<file path="src/rtl/conbus_timeout_pkg.sv">
// conbus timeout watchdog: state encoding, Wishbone field widths
// and the saturating error-count helper.
package conbus_timeout_pkg;

    localparam int ADR_W  = 32;
    localparam int CTI_W  = 3;
    localparam int SEL_W  = 4;
    localparam int DAT_W  = 32;
    localparam int CNT_W  = 8;
    localparam int ERRC_W = 16;

    localparam logic [DAT_W-1:0] ERR_DATA_DEF = 32'hdeadbeef;

    typedef enum logic [1:0] {
        IDLE    = 2'd0,
        WAIT    = 2'd1,
        TOUT    = 2'd2,
        RECOVER = 2'd3
    } state_e;

    function automatic logic [ERRC_W-1:0] sat_inc(
        input logic [ERRC_W-1:0] v
    );
        return (v == '1) ? v : v + ERRC_W'(1);
    endfunction

endpackage

</file>
<file path="src/rtl/conbus_timeout_if.sv">
// Wishbone bundle around the watchdog: interconnect side (m_*)
// and peripheral side (s_*), named from the watchdog's viewpoint.
interface conbus_timeout_if import conbus_timeout_pkg::*; ();

    logic [DAT_W-1:0] m_dat_i;
    logic [DAT_W-1:0] m_dat_o;
    logic [ADR_W-1:0] m_adr_i;
    logic [CTI_W-1:0] m_cti_i;
    logic [SEL_W-1:0] m_sel_i;
    logic             m_we_i;
    logic             m_cyc_i;
    logic             m_stb_i;
    logic             m_ack_o;

    logic [DAT_W-1:0] s_dat_i;
    logic [DAT_W-1:0] s_dat_o;
    logic [ADR_W-1:0] s_adr_o;
    logic [CTI_W-1:0] s_cti_o;
    logic [SEL_W-1:0] s_sel_o;
    logic             s_we_o;
    logic             s_cyc_o;
    logic             s_stb_o;
    logic             s_ack_i;

    modport slave (
        input  m_dat_i, m_adr_i, m_cti_i, m_sel_i,
        input  m_we_i, m_cyc_i, m_stb_i,
        input  s_dat_i, s_ack_i,
        output m_dat_o, m_ack_o,
        output s_dat_o, s_adr_o, s_cti_o, s_sel_o,
        output s_we_o, s_cyc_o, s_stb_o
    );

    modport master (
        output m_dat_i, m_adr_i, m_cti_i, m_sel_i,
        output m_we_i, m_cyc_i, m_stb_i,
        output s_dat_i, s_ack_i,
        input  m_dat_o, m_ack_o,
        input  s_dat_o, s_adr_o, s_cti_o, s_sel_o,
        input  s_we_o, s_cyc_o, s_stb_o
    );

endinterface

</file>
<file path="src/rtl/conbus_timeout.sv">
// Wishbone watchdog: passes transfers through, aborts a stalled one
// with a synthetic ack carrying ERR_DATA, and logs the failing access.
module conbus_timeout import conbus_timeout_pkg::*; #(
    parameter int               TIMEOUT  = 16,
    parameter logic [DAT_W-1:0] ERR_DATA = ERR_DATA_DEF
) (
    input  logic              sys_clk,
    input  logic              sys_rst,
    conbus_timeout_if.slave   bus,
    input  logic              clr_i,
    output logic              err_o,
    output logic              err_sticky_o,
    output logic [ERRC_W-1:0] err_count_o,
    output logic [ADR_W-1:0]  err_adr_o,
    output logic              err_we_o
);

    localparam logic [CNT_W-1:0] LAST = CNT_W'(TIMEOUT - 1);

    state_e            state_q, state_d;
    logic [CNT_W-1:0]  cnt_q, cnt_d;
    logic              sticky_q;
    logic [ERRC_W-1:0] ecnt_q;
    logic [ADR_W-1:0]  eadr_q;
    logic              ewe_q;
    logic              req;
    logic              pass;

    assign req = bus.m_cyc_i & bus.m_stb_i;

    always_ff @(posedge sys_clk or posedge sys_rst) begin
        if (sys_rst) begin
            state_q <= IDLE;
            cnt_q   <= '0;
        end else begin
            state_q <= state_d;
            cnt_q   <= cnt_d;
        end
    end

    always_comb begin
        state_d = state_q;
        cnt_d   = cnt_q;
        unique case (state_q)
            IDLE: begin
                if (req && !bus.s_ack_i) begin
                    state_d = WAIT;
                    cnt_d   = CNT_W'(1);
                end
            end
            WAIT: begin
                if (!req || bus.s_ack_i) begin
                    state_d = IDLE;
                    cnt_d   = '0;
                end else if (cnt_q == LAST) begin
                    state_d = TOUT;
                    cnt_d   = '0;
                end else begin
                    cnt_d = cnt_q + CNT_W'(1);
                end
            end
            TOUT: begin
                state_d = RECOVER;
            end
            RECOVER: begin
                state_d = IDLE;
                cnt_d   = '0;
            end
            default: begin
                state_d = IDLE;
                cnt_d   = '0;
            end
        endcase
    end

    assign bus.s_dat_o = bus.m_dat_i;
    assign bus.s_adr_o = bus.m_adr_i;
    assign bus.s_cti_o = bus.m_cti_i;
    assign bus.s_sel_o = bus.m_sel_i;
    assign bus.s_we_o  = bus.m_we_i;

    // TOUT and RECOVER hide the peripheral and mask its late ack.
    always_comb begin
        pass        = ((state_q == IDLE) || (state_q == WAIT)) && !sys_rst;
        bus.s_cyc_o = bus.m_cyc_i & pass;
        bus.s_stb_o = bus.m_stb_i & pass;
        bus.m_ack_o = req & bus.s_ack_i & pass;
        bus.m_dat_o = bus.s_dat_i;
        err_o       = 1'b0;
        if (state_q == TOUT) begin
            bus.m_ack_o = 1'b1;
            bus.m_dat_o = ERR_DATA;
            err_o       = 1'b1;
        end
    end

    // A timeout beats a coincident clear: the new error must not be lost.
    always_ff @(posedge sys_clk or posedge sys_rst) begin
        if (sys_rst) begin
            sticky_q <= 1'b0;
            ecnt_q   <= '0;
            eadr_q   <= '0;
            ewe_q    <= 1'b0;
        end else if (state_q == TOUT) begin
            sticky_q <= 1'b1;
            ecnt_q   <= clr_i ? ERRC_W'(1) : sat_inc(ecnt_q);
            eadr_q   <= bus.m_adr_i;
            ewe_q    <= bus.m_we_i;
        end else if (clr_i) begin
            sticky_q <= 1'b0;
            ecnt_q   <= '0;
        end
    end

    assign err_sticky_o = sticky_q;
    assign err_count_o  = ecnt_q;
    assign err_adr_o    = eadr_q;
    assign err_we_o     = ewe_q;

endmodule
</file>
<file path="src/flat_wrapper.sv">
// flat-port wrapper written by rule: the top's interface ports become plain ports
module conbus_timeout_flat import conbus_timeout_pkg::*;
#(
    parameter int               TIMEOUT  = 16,
    parameter logic [DAT_W-1:0] ERR_DATA = ERR_DATA_DEF
)
  (sys_clk, sys_rst, clr_i, err_o, err_sticky_o, err_count_o, err_adr_o, err_we_o, bus_m_dat_i, bus_m_adr_i, bus_m_cti_i, bus_m_sel_i, bus_m_we_i, bus_m_cyc_i, bus_m_stb_i, bus_s_dat_i, bus_s_ack_i, bus_m_dat_o, bus_m_ack_o, bus_s_dat_o, bus_s_adr_o, bus_s_cti_o, bus_s_sel_o, bus_s_we_o, bus_s_cyc_o, bus_s_stb_o);
  conbus_timeout_if bus_i ();
  input  logic sys_clk;
  input  logic sys_rst;
  input  logic clr_i;
  output logic err_o;
  output logic err_sticky_o;
  output logic [ERRC_W-1:0] err_count_o;
  output logic [ADR_W-1:0] err_adr_o;
  output logic err_we_o;
  input wire logic [$bits(bus_i.m_dat_i)-1:0] bus_m_dat_i;
  input wire logic [$bits(bus_i.m_adr_i)-1:0] bus_m_adr_i;
  input wire logic [$bits(bus_i.m_cti_i)-1:0] bus_m_cti_i;
  input wire logic [$bits(bus_i.m_sel_i)-1:0] bus_m_sel_i;
  input wire logic [$bits(bus_i.m_we_i)-1:0] bus_m_we_i;
  input wire logic [$bits(bus_i.m_cyc_i)-1:0] bus_m_cyc_i;
  input wire logic [$bits(bus_i.m_stb_i)-1:0] bus_m_stb_i;
  input wire logic [$bits(bus_i.s_dat_i)-1:0] bus_s_dat_i;
  input wire logic [$bits(bus_i.s_ack_i)-1:0] bus_s_ack_i;
  output wire logic [$bits(bus_i.m_dat_o)-1:0] bus_m_dat_o;
  output wire logic [$bits(bus_i.m_ack_o)-1:0] bus_m_ack_o;
  output wire logic [$bits(bus_i.s_dat_o)-1:0] bus_s_dat_o;
  output wire logic [$bits(bus_i.s_adr_o)-1:0] bus_s_adr_o;
  output wire logic [$bits(bus_i.s_cti_o)-1:0] bus_s_cti_o;
  output wire logic [$bits(bus_i.s_sel_o)-1:0] bus_s_sel_o;
  output wire logic [$bits(bus_i.s_we_o)-1:0] bus_s_we_o;
  output wire logic [$bits(bus_i.s_cyc_o)-1:0] bus_s_cyc_o;
  output wire logic [$bits(bus_i.s_stb_o)-1:0] bus_s_stb_o;
  assign bus_i.m_dat_i = bus_m_dat_i;
  assign bus_i.m_adr_i = bus_m_adr_i;
  assign bus_i.m_cti_i = bus_m_cti_i;
  assign bus_i.m_sel_i = bus_m_sel_i;
  assign bus_i.m_we_i = bus_m_we_i;
  assign bus_i.m_cyc_i = bus_m_cyc_i;
  assign bus_i.m_stb_i = bus_m_stb_i;
  assign bus_i.s_dat_i = bus_s_dat_i;
  assign bus_i.s_ack_i = bus_s_ack_i;
  assign bus_m_dat_o = bus_i.m_dat_o;
  assign bus_m_ack_o = bus_i.m_ack_o;
  assign bus_s_dat_o = bus_i.s_dat_o;
  assign bus_s_adr_o = bus_i.s_adr_o;
  assign bus_s_cti_o = bus_i.s_cti_o;
  assign bus_s_sel_o = bus_i.s_sel_o;
  assign bus_s_we_o = bus_i.s_we_o;
  assign bus_s_cyc_o = bus_i.s_cyc_o;
  assign bus_s_stb_o = bus_i.s_stb_o;
  conbus_timeout #(.TIMEOUT(TIMEOUT), .ERR_DATA(ERR_DATA)) u_core (.sys_clk(sys_clk), .sys_rst(sys_rst), .bus(bus_i), .clr_i(clr_i), .err_o(err_o), .err_sticky_o(err_sticky_o), .err_count_o(err_count_o), .err_adr_o(err_adr_o), .err_we_o(err_we_o));
endmodule
</file>
<file path="config.mk">
export PLATFORM = sky130hd
export DESIGN_NAME = conbus_timeout_flat
export DESIGN_NICKNAME = d
export VERILOG_FILES = /design/src/rtl/conbus_timeout_pkg.sv /design/src/rtl/conbus_timeout_if.sv /design/src/rtl/conbus_timeout.sv /design/src/flat_wrapper.sv
export SDC_FILE = /design/constraint.sdc
export NUM_CORES = 1
export LEC_CHECK = 0
export ABC_AREA = 1
export BUFFER_PORTS_ARGS = -buffer_cell sky130_fd_sc_hd__buf_2
export CAP_MARGIN = 30
export CORE_AREA = 2 2 139 73
export DETAILED_ROUTE_END_ITERATION = 10
export DIE_AREA = 0 0 141 75
export GPL_ROUTABILITY_DRIVEN = 0
export PLACE_DENSITY = 0.83
export SYNTH_ARGS = -nofsm -noshare
export SYNTH_HDL_FRONTEND = slang
export SYNTH_SLANG_ARGS = --single-unit
</file>
<file path="constraint.sdc">
create_clock -name sys_clk -period 2.7 [get_ports sys_clk]
set_input_delay 0.405 -clock sys_clk [delete_from_list [all_inputs] [get_ports sys_clk]]
set_output_delay 0.405 -clock sys_clk [all_outputs]
set_load 0.02 [all_outputs]
</file>
==> summary.txt <==
Setup path
  • Slowest stage delay, CP: 660 ps
  • Critical path class: reg2reg
  • WP buf/inv: 1
  • Worst path cell trace: ha_1 -> nand3_2 -> nor3_4 -> nand2_2 -> nor2_2 -> nor2_2 -> clkinv_2 -> nand2_1 -> o21ai_1
  • Critical path origin: u_core.err_count_o[0]$_DFFE_PP0P_
  • CP max FO: 15
  • CP Depth: 9
  • Critical Path End Type: register
  • Most used cell, CP: nor2_2
  • Worst path required time: 2900 ps
  • Crit-path slowest cell: nor2_2
  • Internal reg-to-reg setup slack: 330 ps
  • Worst Path Arrival: 2570 ps
  • Worst R2R Start: u_core.err_count_o[0]$_DFFE_PP0P_
  • CP Launch Type: register
  • Top delay family on crit path: simple AND/OR/NAND/NOR gates
  • Worst Setup EP: u_core.err_count_o[1]$_DFFE_PP0P_
  • FF-to-FF End: u_core.err_count_o[1]$_DFFE_PP0P_
  • R2r worst-path depth: 9

Power
  • Tot Pwr: 2.27 mW
  • Leakage: 2.38 nW
  • PwrDens: 505 nW/um^2
  • Worst vdd ir: 0.000284 V

Timing
  • Hold violation count in the final report: 0
  • Clock skew: between 3 and 4 ps
  • Tightest Pin Transition: approximately 870 ps
  • # setup viols final: 0
  • Minimum hold slack: 294 ps
  • Setup tns final: 0 ps
  • Slew HR: 41.9%
  • Max-slew violations: 0
  • Period utilization: 87.9%
  • RSZ-0062 raised after global routing: false
  • Minimum clock period: 2370 ps
  • FMAX: 422 MHz

Detailed routing
  • DR WL/cell: 13.7 microns
  • Drt drc: 0
  • Routed Antenna Nets: 0
  • Vias per cell: 4.66
  • Total number of vias: approximately 3.4k
  • DRT Pass-1 Iters: 5
  • Initial DRC count: between 150 and 200
  • Final Routed Wirelength: 10.0 mm

Floorplan
  • Die ar.: 10600 sq um
  • Die H: 75 microns
  • Initial Util: 39.5%
  • Row cnt: 25
  • Die width: 141 microns
  • IO Pins: between 200 and 300
  • Core region area: 9290 sq um

Logic synthesis
  • Synthesized area per cell: 7.58 sq um
  • Prevailing post-synth register cell: dfrtp_1
  • Post-synth top area share: 40.9%
  • Netlist cell types: 29
  • Flops & latches, synth: 60
  • Post-Syn Nets: 596
  • Register area share after synthesis: between 40% and 50%
  • Post-synth EDFFs: 0
  • Count leader, synth: nand2_1
  • Ranking of synthesized cells by area: dfrtp_1 41%, nand2_1 16%, buf_4 15%
  • Mapped Cells: approximately 480
  • Warnings, synthesis: 0
  • Post-synth top cells: 159 x nand2_1, 72 x buf_4, 60 x dfrtp_1
  • Post-synth ARST share: 100%
  • Synthesized area: 3670 sq um
  • Post-synth top area cell: dfrtp_1

Clock network
  • Gates resized, CTS repair: 0
  • CTS tree: built
  • Clock slew at reported path FFs: 50 ps
  • Clock Tree Root: clkbuf_16
  • Hold_buf cts: 0
  • Clock latency on the worst-skew pair: 320 ps
  • Number of buffers created by CTS: 9
  • Post-CTS setup buffers: 0
  • Maximum root-to-sink buffer count: 2
  • H-tree Lvls: 3
  • # clock sinks: 60

Min path
  • Worst min-delay path class: in2reg

Global routing
  • Number of global-route vias before repair: 3237
  • First-pass GRT wire length: about 15 mm
  • Grt total ovfl: 0
  • All-Layer GR Usage: 18.4%
  • Largest net degree at the start of global routing: between 60 and 70
  • Initial antenna violation count: 0

Job
  • Max-Cap Viols: 0

Placement
  • Area post-placement: 4210 sq um
  • PortBufs: 189
  • # placed instances: 713
  • Post-DP HPWL: 7.61 mm

Final layout
  • Design Area, Final: about 4500 sq um
  • Layout Nets: approximately 720
  • Fillers: roughly 900
  • Finished Layout Cells: 728
  • Area growth syn-to-layout: 22.6%
  • Ant. Diodes: 0
  • Share of layout cells above drive strength 1: around two fifths

Outcome
  • Status: finished, final reports clean
## cell type report
cell class | instances | area [sq um] | share of cell area, %
Clock buffer | 10 | 239 | 5.31
Sequential cell | 60 | 1500 | 33.4
Multi-Input combinational cell | 296 | 1410 | 31.3
Clock inverter | 5 | 52.6 | 1.17
Timing Repair Buffer | 194 | 983 | 21.9
Inverter | 42 | 163 | 3.62
Tap cell | 121 | 151 | 3.36
## where the power goes
group	internal, mW	switching (mW)
sequential	0.906	0.00491
combinational	0.0953	0.156
clock	0.727	0.383
total	1.73	0.544
## worst min-delay path, delay by kind of cell
kind | cells | cell delay (ps)
buffers and inverters | 1 | 80
and+or+nand+nor | 2 | 90
## per-layer routing
metal / GRT usage (%) / share of wire, % / vias to the layer above
met5: 0 / 0 / -
met4: 11.1 / 3.0 / 0
met3: 5.15 / 6.9 / 29
met2: 34.6 / 53 / 152
met1: 19.0 / 37 / 1555
li1: - / - / 1656
## kinds of logic after synthesis
| logic type | Yosys count | synth area share [%] |
|---|---|---|
| buffers and inverters | 128 | 20.8 |
| and+or+nand+nor | 260 | 31.2 |
| DFF | 60 | 40.9 |
| xor gates and xnor gates | 8 | 1.91 |
| adders and majority gates | 2 | 0.682 |
| AOI/OAI and AO/OA | 26 | 4.43 |
## through the flow
step	util (%)	setup WS, ps
finish	48.4	328
global route	48.4	134
CTS	48.4	325
detailed placement	45.3	371
global placement	45.3	492
floorplan	-	301
## cells in the final DEF, fill, tap and decap left out, drive strengths merged
master,Yosys,routed
xnor2,2,2
or2,26,26
o21ai,15,15
dfrtp,60,60
o41ai,1,1
ha,2,2
clkbuf,10,10
nor3,6,6
nand3,21,21
o211ai,1,1
inv,41,40
clkinvlp,0,2
nand2,161,161
nand4,9,9
nor2,37,37
clkinv,1,4
a21oi,4,4
xor2,6,6
bufinv,0,1
o22ai,4,4
o21bai,1,1
buf,76,194
## registers in the layout, indices dropped and copies added, names as in the netlist, named ones only
name                 cells
u_core.cnt_q             8
u_core.err_adr_o        32
u_core.err_count_o      16
u_core.err_sticky_o      1
u_core.err_we_o          1
u_core.state_q           1
## how the worst min path moves through the flow
stage	cells after the start	slack, ps	from	end
after floorplan	2	480	u_core.cnt_q[1]$_DFFE_PP0P_	u_core.cnt_q[1]$_DFFE_PP0P_
after global placement	2	450	u_core.err_adr_o[6]$_DFFE_PP0P_	u_core.err_adr_o[6]$_DFFE_PP0P_
after detailed placement	2	450	u_core.err_adr_o[17]$_DFFE_PP0P_	u_core.err_adr_o[17]$_DFFE_PP0P_
after CTS	3	280	bus_m_adr_i[26]	u_core.err_adr_o[26]$_DFFE_PP0P_
after global routing	3	300	bus_m_adr_i[3]	u_core.err_adr_o[3]$_DFFE_PP0P_
final	3	290	bus_m_adr_i[26]	u_core.err_adr_o[26]$_DFFE_PP0P_
Power figures use the tool's default switching activity.
